`src/rtl/mux_scan_sequencer.sv`:
```
// mux_scan_sequencer: steps a channel-mux select across a wrapping range and streams {channel, data} samples downstream
module mux_scan_sequencer #(
  parameter int SEL_W  = 5,
  parameter int DATA_W = 2,
  parameter int NUM_CH = 31
)(
  input  logic              clk,
  input  logic              rst_n,
  input  logic              start,
  input  logic [SEL_W-1:0]  first_ch,
  input  logic [SEL_W-1:0]  last_ch,
  output logic [SEL_W-1:0]  sel,
  input  logic [DATA_W-1:0] mux_out,
  output logic              out_valid,
  input  logic              out_ready,
  output logic [SEL_W-1:0]  out_ch,
  output logic [DATA_W-1:0] out_data,
  output logic              busy,
  output logic              done,
  output logic              err
);
  localparam logic [SEL_W-1:0] max_ch = SEL_W'(NUM_CH - 1);
  typedef enum logic [1:0] {IDLE, DRIVE, HOLD, FIN} state_t;
  state_t           state;
  logic [SEL_W-1:0] last_r;
  always_ff @(posedge clk)
    if (!rst_n) begin
      state     <= IDLE;
      sel       <= '0;
      last_r    <= '0;
      out_valid <= 1'b0;
      out_ch    <= '0;
      out_data  <= '0;
      busy      <= 1'b0;
      done      <= 1'b0;
      err       <= 1'b0;
    end else begin
      done <= 1'b0;
      err  <= 1'b0;
      case (state)
        IDLE: if (start) begin
          if (first_ch <= max_ch && last_ch <= max_ch) begin
            last_r <= last_ch;
            sel    <= first_ch;
            busy   <= 1'b1;
            state  <= DRIVE;
          end else err <= 1'b1;
        end
        // sel has been stable for a full cycle, so mux_out is settled here
        DRIVE: begin
          out_data  <= mux_out;
          out_ch    <= sel;
          out_valid <= 1'b1;
          state     <= HOLD;
        end
        HOLD: if (out_valid && out_ready) begin
          out_valid <= 1'b0;
          if (sel == last_r) state <= FIN;
          else begin
            sel   <= (sel == max_ch) ? '0 : sel + 1'b1;
            state <= DRIVE;
          end
        end
        FIN: begin
          done  <= 1'b1;
          busy  <= 1'b0;
          state <= IDLE;
        end
        default: state <= IDLE;
      endcase
    end
endmodule

```
`config.mk`:
```
export PLATFORM = sky130hd
export DESIGN_NAME = mux_scan_sequencer
export DESIGN_NICKNAME = d
export VERILOG_FILES = /design/src/rtl/mux_scan_sequencer.sv
export SDC_FILE = /design/constraint.sdc
export NUM_CORES = 1
export LEC_CHECK = 0
export BUFFER_PORTS_ARGS = -buffer_cell sky130_fd_sc_hd__buf_2
export CORE_ASPECT_RATIO = 0.8
export CORE_MARGIN = 5
export CORE_UTILIZATION = 51
export CTS_CLUSTER_DIAMETER = 100
export CTS_CLUSTER_SIZE = 28
export DETAILED_ROUTE_END_ITERATION = 16
export HOLD_SLACK_MARGIN = 0.12
export PLACE_DENSITY = 0.78
export SLEW_MARGIN = 20
export SYNTH_ARGS = -nofsm -noshare
export SYNTH_HDL_FRONTEND = slang
export SYNTH_SLANG_ARGS = --single-unit
```
`constraint.sdc`:
```
create_clock -name clk -period 2.2 [get_ports clk]
set_clock_uncertainty 0.15 [all_clocks]
set_input_delay 0.22 -clock clk [delete_from_list [all_inputs] [get_ports clk]]
set_output_delay 0.22 -clock clk [all_outputs]
set_load 0.01 [all_outputs]
```
==> results of run 1 <==
where the power goes:
part / internal, mW / total (mW) / switching [mW] / leakage [nW]
logic: 0.117 / 0.242 / 0.125 / 0.409
clock network: 0.0680 / 0.198 / 0.130 / 0.0177
registers: 0.449 / 0.501 / 0.0523 / 0.188
total: 0.634 / 0.941 / 0.308 / 0.615
final cells by class:
| type | instances | area (um2) |
|---|---|---|
| inverters | 4 | 15.0 |
| flip-flops and latches | 23 | 460 |
| repair buffers | 42 | 265 |
| fillers | 189 | 744 |
| multi-input cells | 103 | 652 |
| clock inverters | 1 | 5.00 |
| clock buffers | 3 | 22.5 |
| well taps | 25 | 31.3 |
metrics by stage:
step                      area [um2]  setup WS, ps  std cells
after global placement          1310           433        186
after global routing            1450           131        201
final                           1450           229        201
after floorplan                 1190           590        138
after detailed placement        1310           406        186
after CTS                       1440           225        200
cell usage after synthesis, drive strengths merged, types with 2 or more instances:
| master | number |
|---|---|
| dfxtp | 23 |
| nand2 | 22 |
| a21oi | 17 |
| nor2 | 17 |
| buf | 5 |
| mux2i | 5 |
| xnor2 | 5 |
| inv | 4 |
| nand2b | 4 |
| o21ai | 4 |
| clkbuf | 3 |
| nand3 | 3 |
| a211oi | 2 |
| a31oi | 2 |
| ha | 2 |
| nand4 | 2 |
| nor4 | 2 |
| o211ai | 2 |
final timing paths:
kind | startpoint | end
min reg2reg | out_ch[0] | out_ch[0]
max reg2reg | state[1] | sel[0]
min | start | err
max | last_ch[0] | last_r[1]
sequential cells by signal (all words and copies together), names as in the netlist:
name and count:
err 1, busy 1, out_data 2, sel 5, out_valid 1, done 1, last_r 5, state 2
out_ch 5
per-layer routing:
layer / vias up / global-route usage [%]
met5: - / 0
met2: 25 / 30.1
met4: 0 / 1.73
met1: 503 / 23.3
met3: 2 / 5.10
li1: 560 / -
worst min-delay path: stages:
cell and delay, ps:
sky130_fd_sc_hd__buf_2 100, sky130_fd_sc_hd__nand2b_1 180, sky130_fd_sc_hd__nor4_1 80
cells by family after synthesis:
group	Yosys count	synth area share, %
compound gates	35	19.9
xor+xnor	5	3.69
fa+ha+maj	2	2.11
buf+inv	12	6.22
flops	23	38.8
mux	5	4.22
simple gates	56	25.0
what timing repair did:
item | CTS | global route
hold buffers | 10 | 1
endpoints found under the hold margin | 12 | 1
endpoints found under the setup margin | 0 | 0
==> flow_summary.yaml, run 1 <==
routing:
  maxUsedRoutingLayer: "met4"
  antenna_left: 0
  wl_met3_um: 148
  detail_route.first_pass.iterations: 4
  dr_wl_cell_um: 13.4
  drc: 0
  drt_wl_total_um: 2700
  detail_route.iter0.violations: 71
  dr_wl_met2_um: 1260
  vias_per_cell: 5.42
  vias: 1090
  wirelength_met1_um: 1280
critical_path:
  crit_path_cell_trace: "dlygate4sd3_1, buf_2, nand4_1, nor2_1, nor4_4, mux2i_1, nor2_1"
  required_ps: 2240
  r2r_setup_slack_ps: 360
  crit_path_top_cell_by_count: "sky130_fd_sc_hd__nor2_1"
  timing.critical_path.depth: 7
  cpMaxStageDelayCell: "sky130_fd_sc_hd__dlygate4sd3_1"
  cp.arrival_ps: 2010
  depth_of_the_most_critical_reg_to_reg_path: 5
  worst_setup_path_start_kind: "primary input"
  setup.worst_path.end_class: "flop"
  crit_path_max_fanout: 6
  worst-setup-path-type: "in -> reg"
  timing.critical_path.buf_inv: 2
  critical_path.top_delay_family: "simple AND/OR/NAND/NOR gates"
  critical-path-max-stage-delay_ps: 550
place:
  gp_congestion: 0.921
  dp.final_hpwl_um: 2030
  io_buffer_count: 31
clock_tree:
  cts_tree: "done"
  postCtsSetupBuffers: 0
  clkSlewWorstSetupHoldPaths_ps: 130
  source_to_sink_clock_delay_at_the_later_pin_of_the_worst_skew_pair_ps: 320
  total_clock_buffers_created_by_cts: 3
  tritoncts_num_sinks: 23
  ctsRootBufferMaster: "sky130_fd_sc_hd__clkbuf_4"
  cts.htree.levels: 1
  cts_repair_resize_count: 0
  cts-root-to-sink-buffers: 2
global_route:
  antenna_violations_before_repair: 0
  grt_max_degree: 21
  grt_first_pass_wirelength_um: 4790
  global_router_s_overall_resource_usage_pct: 17.8
  grt-ovfl-total: 0
  first_global_vias: 1062
logic_synthesis:
  postSynth.topFlopCell: "sky130_fd_sc_hd__dfxtp_1"
  synth_edf_count: 0
  ys_seq_area_share_pct: 38.8
  ys_seq_elements: 23
  yosysTopAreaCell: "sky130_fd_sc_hd__dfxtp_1"
  syn_area_per_cell_um2: 8.60
  synth_cell_types: 40
  synth.top_cell.area_share_pct: 38.8
  synth_async_sr_flop_share_pct: 0
  postSynthNetCount: 156
  netlist_instances: 138
  post_synth_instance_area_um2: 1190
  yosysWarnings: 0
  ys_top_cells_by_area: "sky130_fd_sc_hd__dfxtp_1 39%, sky130_fd_sc_hd__nand2_1 7.0%, sky130_fd_sc_hd__a21oi_1 6.8%"
die:
  ioPinCount: 32
  die_y_um: 53.1
  start_util_pct: 54.0
  core-area_um2: 2200
  total_die_area_um2: 3400
  floorplan.rows: 15
  fp.dieW_um: 63.9
flow_run:
  drv.max_cap_violation_count: 0
finish:
  finish.net_count: 195
  most_frequent_standard_cell_in_the_layout_excluding_fill_and_tap_cells: "sky130_fd_sc_hd__buf_2"
  mostFrequentLayoutCells: "31 x sky130_fd_sc_hd__buf_2, 23 x sky130_fd_sc_hd__dfxtp_1, 22 x sky130_fd_sc_hd__nand2_1"
  final_core_util_pct: 66.1
  growth_of_design_area_from_synthesis_to_finish_pct: 22.4
  diodes: 0
  final_layout_size_suffix_gt1_share_pct: 25.6
power:
  cellPowerDensity_nw_per_um2: 649
  fin_total_pwr_mw: 0.941
  power.leakage_nw: 0.615
  vdd_drop_max_mv: 0.635
sta:
  maxSlewHeadroom_pct: 58.9
  timing.final.crit_share_pct: 89.6
  rsz_0062_raised_after_global_routing: "false"
  worst_hold_slack_ps: 137
  highest_clock_frequency_the_design_can_meet_ghz: 0.507
  final_period_demand_of_the_worst_path_ps: 1970
  setup_total_negative_slack_ps: 0
  report.final.slew_viol_count: 0
  max_slew.worst_pin.slew_ps: 616
  hold_viol: 0
  final_setup_violating_endpoints: 0
worst_hold_path:
  hold_class: "in -> reg"
  worstHoldPathCells: 3
status:
  outcome: "complete, no violations"
Note: power is estimated with default switching activity, not from simulation.
==> run 2, diff against run 1 <==
--- a/config.mk
+++ b/config.mk
@@ -8,12 +8,13 @@
 export BUFFER_PORTS_ARGS = -buffer_cell sky130_fd_sc_hd__buf_2
 export CORE_ASPECT_RATIO = 0.8
 export CORE_MARGIN = 5
-export CORE_UTILIZATION = 51
+export CORE_UTILIZATION = 53
+export CTS_BUF_LIST = sky130_fd_sc_hd__clkbuf_4 sky130_fd_sc_hd__clkbuf_8
 export CTS_CLUSTER_DIAMETER = 100
 export CTS_CLUSTER_SIZE = 28
 export DETAILED_ROUTE_END_ITERATION = 16
 export HOLD_SLACK_MARGIN = 0.12
-export PLACE_DENSITY = 0.78
+export PLACE_DENSITY = 0.8
 export SLEW_MARGIN = 20
 export SYNTH_ARGS = -nofsm -noshare
 export SYNTH_HDL_FRONTEND = slang
==> run 2 against run 1 <==
Net effect: flip-flop and latch count unchanged; setup slack worse by 18 ps; count of clock-buffer cells in the layout unchanged; clock power shrank 3%; cell area fell by 0.69%; hold slack better by 2.4 ps; critical path type unchanged; global-route usage increased by 1.6 points; die area decreased by 3.1%; fmax is 0.93% lower; sequential share of layout area rose by 0.22 points; power hardly changed; routed wire length rose by 12%.
==> flow_summary.yaml, run 2 (synthesis gave the netlist of run 1 again) <==
worst_hold_path:
  hold_class: "in -> reg"
power:
  cellPowerDensity_nw_per_um2: 653
  vdd_drop_max_mv: 0.410
  power.leakage_nw: 0.608
critical_path:
  worst-setup-path-type: "in -> reg"
  worst_setup_path_start_kind: "primary input"
  required_ps: 2230
  crit_path_max_fanout: 6
  setup.worst_path.end_class: "flop"
  cp.arrival_ps: 2020
global_route:
  grt-ovfl-total: 0
  grt_first_pass_wirelength_um: 5220
  first_global_vias: 1154
  global_router_s_overall_resource_usage_pct: 19.5
  antenna_violations_before_repair: 0
  grt_max_degree: 21
place:
  io_buffer_count: 31
  gp_congestion: 0.881
  place.detailed.instances: 186
  dp.final_hpwl_um: 2120
routing:
  dr_wl_cell_um: 15.1
  vias: 1157
  vias_per_cell: 5.79
  antenna_left: 0
  detail_route.iter0.violations: 115
  detail_route.first_pass.iterations: 4
  drt_wl_total_um: 3010
  drc: 0
flow_run:
  drv.max_cap_violation_count: 0
finish:
  fillCellCount: 192
  stdcell_count: 200
  diodes: 0
  growth_of_design_area_from_synthesis_to_finish_pct: 21.5
  final_core_util_pct: 67.4
  largestRegisters: "last_r x5, out_ch x5, sel x5"
  finish.net_count: 194
  final_layout_size_suffix_gt1_share_pct: 25.7
  mostFrequentLayoutCells: "31 x sky130_fd_sc_hd__buf_2, 23 x sky130_fd_sc_hd__dfxtp_1, 22 x sky130_fd_sc_hd__nand2_1"
  most_frequent_standard_cell_in_the_layout_excluding_fill_and_tap_cells: "sky130_fd_sc_hd__buf_2"
clock_tree:
  cts_tree: "done"
  cts-root-to-sink-buffers: 2
  source_to_sink_clock_delay_at_the_later_pin_of_the_worst_skew_pair_ps: 300
  total_clock_buffers_created_by_cts: 3
  tritoncts_num_sinks: 23
  cts.htree.levels: 1
  ctsRootBufferMaster: "sky130_fd_sc_hd__clkbuf_4"
  clkSlewWorstSetupHoldPaths_ps: 130
sta:
  timing.final.crit_share_pct: 90.4
  final_setup_violating_endpoints: 0
  hold_viol: 0
  max_slew.worst_pin.slew_ps: 634
  final_period_demand_of_the_worst_path_ps: 1990
  maxSlewHeadroom_pct: 57.7
  highest_clock_frequency_the_design_can_meet_ghz: 0.503
  setup_total_negative_slack_ps: 0
  report.final.slew_viol_count: 0
  rsz_0062_raised_after_global_routing: "false"
  worst_hold_slack_ps: 139
die:
  total_die_area_um2: 3290
  fp.dieW_um: 62.9
  start_util_pct: 55.4
  core-area_um2: 2140
  floorplan.rows: 15
  die_y_um: 52.3
  ioPinCount: 32
status:
  outcome: "complete, no violations"
run 2: changes by cell type in the layout (fill, tap and decap cells not counted):
| cell | delta |
|---|---|
| sky130_fd_sc_hd__dlygate4sd3_1 | -1 |
run 2: metrics by stage:
step           power, mW  instance area (um2)  setup WS (ps)
3_5_place_dp       0.739                 1310            381
4_1_cts            0.944                 1440            223
6_report           0.941                 1440            211
2_1_floorplan      0.678                 1190            590
3_3_place_gp       0.728                 1310            448
5_1_grt             1.01                 1440            131
run 2: repair_timing:
action                                 CTS  global route
setup buffers                            0             0
hold buffers                            10             0
endpoints found under the hold margin   12             0
resized for setup                        0             0
run 2: layer usage:
layer | up-vias | GRT usage (%) | share of wire (%)
li1 | 558 | - | -
met1 | 539 | 24.1 | 42
met2 | 56 | 32.4 | 49
met3 | 4 | 6.01 | 8.8
met4 | 0 | 6.01 | 0.80
met5 | - | 0 | 0
run 2: worst paths after layout:
| check | from | to | slack, ps | cells past startpoint |
|---|---|---|---|---|
| max | last_ch[0] | last_r[1] | 210 | 7 |
| min | first_ch[3] | sel[3] | 140 | 4 |
| max reg2reg | state[1] | sel[1] | 340 | 5 |
| min reg2reg | out_ch[4] | out_ch[4] | 310 | 2 |
run 2: layout make-up:
type / instances / area (um2) / share of cell area [%]
Tap cell: 25 / 31.3 / 2.17
Timing Repair Buffer: 41 / 255 / 17.7
Sequential cell: 23 / 460 / 31.9
Clock buffer: 3 / 22.5 / 1.56
Inverter: 4 / 15.0 / 1.04
Multi-Input combinational cell: 103 / 652 / 45.2
Clock inverter: 1 / 5.00 / 0.347
run 2: worst max-delay path, cell delays in order:
cell	delay [ps]
sky130_fd_sc_hd__dlygate4sd3_1	540
sky130_fd_sc_hd__buf_2	140
sky130_fd_sc_hd__nand4_1	180
sky130_fd_sc_hd__nor2_1	110
sky130_fd_sc_hd__nor4_4	510
sky130_fd_sc_hd__mux2i_1	260
sky130_fd_sc_hd__nor2_1	70
run 2: where the power goes:
| part | switching, mW | leakage [nW] | internal (mW) | total (mW) |
|---|---|---|---|---|
| logic | 0.132 | 0.403 | 0.115 | 0.246 |
| registers | 0.0537 | 0.188 | 0.449 | 0.503 |
| clock network | 0.125 | 0.0177 | 0.0678 | 0.193 |
==> run 3, diff against run 2 <==
--- a/config.mk
+++ b/config.mk
@@ -13,6 +13,7 @@
 export CTS_CLUSTER_DIAMETER = 100
 export CTS_CLUSTER_SIZE = 28
 export DETAILED_ROUTE_END_ITERATION = 16
+export GPL_TIMING_DRIVEN = 0
 export HOLD_SLACK_MARGIN = 0.12
 export PLACE_DENSITY = 0.8
 export SLEW_MARGIN = 20
==> run 3 against run 2 <==
Net effect: sequential power fell by 4%; power rose by 4.0%; cell count rose by 5.0%; routed wire length rose by 6.5%; core utilization rose by 3.7 points; via count rose by 3.0%; fmax fell by 1.6%; setup slack got worse by 32 ps; die area did not move; critical path type unchanged.
==> flow_summary.yaml, run 3 (synthesis gave the netlist of run 1 again) <==
status:
  outcome: "complete, no violations"
finish:
  finish.net_count: 204
  diodes: 0
  final_layout_size_suffix_gt1_share_pct: 27.6
  fillCellCount: 180
  most_frequent_standard_cell_in_the_layout_excluding_fill_and_tap_cells: "sky130_fd_sc_hd__buf_2"
  mostFrequentLayoutCells: "32 x sky130_fd_sc_hd__buf_2, 23 x sky130_fd_sc_hd__dfxtp_1, 22 x sky130_fd_sc_hd__nand2_1"
  largestRegisters: "last_r x5, out_ch x5, sel x5"
  growth_of_design_area_from_synthesis_to_finish_pct: 28.2
clock_tree:
  total_clock_buffers_created_by_cts: 3
  cts_tree: "done"
  ctsRootBufferMaster: "sky130_fd_sc_hd__clkbuf_4"
  clkSlewWorstSetupHoldPaths_ps: 140
  cts-root-to-sink-buffers: 2
  cts.htree.levels: 1
  tritoncts_num_sinks: 23
  source_to_sink_clock_delay_at_the_later_pin_of_the_worst_skew_pair_ps: 320
die:
  start_util_pct: 55.4
  fp.dieW_um: 62.9
  total_die_area_um2: 3290
  die_y_um: 52.3
  floorplan.rows: 15
  core-area_um2: 2140
  ioPinCount: 32
place:
  gp_congestion: 0.875
  io_buffer_count: 31
  dp.final_hpwl_um: 2270
global_route:
  first_global_vias: 1157
  global_router_s_overall_resource_usage_pct: 20.7
  antenna_violations_before_repair: 0
  grt-ovfl-total: 0
  grt_max_degree: 14
  grt_first_pass_wirelength_um: 5410
critical_path:
  worst_setup_path_start_kind: "primary input"
  worstReg2RegEnd: "sel[2]"
  cp.arrival_ps: 2080
  reg2reg_from: "state[1]"
  depth_of_the_most_critical_reg_to_reg_path: 6
  r2r_setup_slack_ps: 410
  worst-setup-path-type: "in -> reg"
  setup.worst_path.end_class: "flop"
  crit_path_max_fanout: 6
  required_ps: 2250
power:
  vdd_drop_max_mv: 0.408
  fin_total_pwr_mw: 0.979
  power.leakage_nw: 0.652
  cellPowerDensity_nw_per_um2: 644
sta:
  maxSlewHeadroom_pct: 62.2
  timing.final.crit_share_pct: 91.9
  worst_hold_slack_ps: 141
  hold_viol: 0
  final_period_demand_of_the_worst_path_ps: 2020
  final_setup_violating_endpoints: 0
  rsz_0062_raised_after_global_routing: "false"
  max_slew.worst_pin.slew_ps: 563
  setup_total_negative_slack_ps: 0
  report.final.slew_viol_count: 0
  highest_clock_frequency_the_design_can_meet_ghz: 0.495
routing:
  detail_route.first_pass.iterations: 4
  vias_per_cell: 5.68
  dr_wl_cell_um: 15.3
  drt_wl_total_um: 3210
  vias: 1192
  antenna_left: 0
  drc: 0
  detail_route.iter0.violations: 43
flow_run:
  drv.max_cap_violation_count: 0
worst_hold_path:
  worstHoldPathCells: 4
  hold-path-endpoint: "sel[2]"
  worstHoldStart: "first_ch[2]"
  hold_class: "in -> reg"
run 3: cell count changes in the layout (fill, tap and decap cells not counted):
| cell | previous run | this run |
|---|---|---|
| sky130_fd_sc_hd__buf_4 | 0 | 1 |
| sky130_fd_sc_hd__buf_6 | 0 | 3 |
| sky130_fd_sc_hd__buf_2 | 31 | 32 |
| sky130_fd_sc_hd__clkbuf_2 | 0 | 1 |
| sky130_fd_sc_hd__dlygate4sd3_1 | 10 | 12 |
| sky130_fd_sc_hd__clkbuf_1 | 0 | 2 |
run 3: per-stage QoR:
stage / area, um2 / utilization [%] / instances / setup slack (ps)
2_1_floorplan: 1190 / - / 138 / 590
3_3_place_gp: 1370 / 64.2 / 194 / 477
4_1_cts: 1520 / 71.1 / 210 / 200
3_5_place_dp: 1370 / 64.2 / 194 / 401
5_1_grt: 1520 / 71.1 / 210 / 58.3
6_report: 1520 / 71.1 / 210 / 179
run 3: worst max-delay path: stages:
cell,delay (ps)
sky130_fd_sc_hd__dlygate4sd3_1,530
sky130_fd_sc_hd__buf_2,140
sky130_fd_sc_hd__and4_4,190
sky130_fd_sc_hd__and2_4,170
sky130_fd_sc_hd__nor4_4,500
sky130_fd_sc_hd__mux2i_1,280
sky130_fd_sc_hd__nor2_1,50
run 3: what timing repair did:
action                                 in CTS  in global routing
gates resized for setup                     0                  0
endpoints found under the hold margin      13                  0
hold buffers                               12                  0
setup buffers                               0                  0
run 3: area by class of cell:
class	instances	area, um2	share of cell area, %
multi-input combinational	103	652	42.9
buffer	8	58.8	3.87
sequential	23	460	30.3
timing repair buffer	43	275	18.1
clock inverter	1	5.00	0.329
inverter	4	15.0	0.988
tap	25	31.3	2.06
clock buffer	3	22.5	1.48
run 3: per-layer routing:
layer	track usage, %	share of wire [%]	up-vias
met4	7.77	1.5	0
met1	24.5	44	568
met5	0	0	-
met2	37.5	49	42
met3	3.65	5.8	8
li1	-	-	574
run 3: worst max path at each step:
stage,startpoint,endpoint,cells after the start
after CTS,first_ch[0],last_r[1],7
after global routing,last_ch[3],last_r[0],7
final,first_ch[0],last_r[0],7
after global placement,first_ch[0],last_r[2],6
after detailed placement,first_ch[0],last_r[1],6
after floorplan,sel[0],sel[3],6
run 3: power breakdown:
part | internal (mW) | switching (mW)
Combinational | 0.134 | 0.157
Sequential | 0.449 | 0.0344
Clock | 0.0680 | 0.137
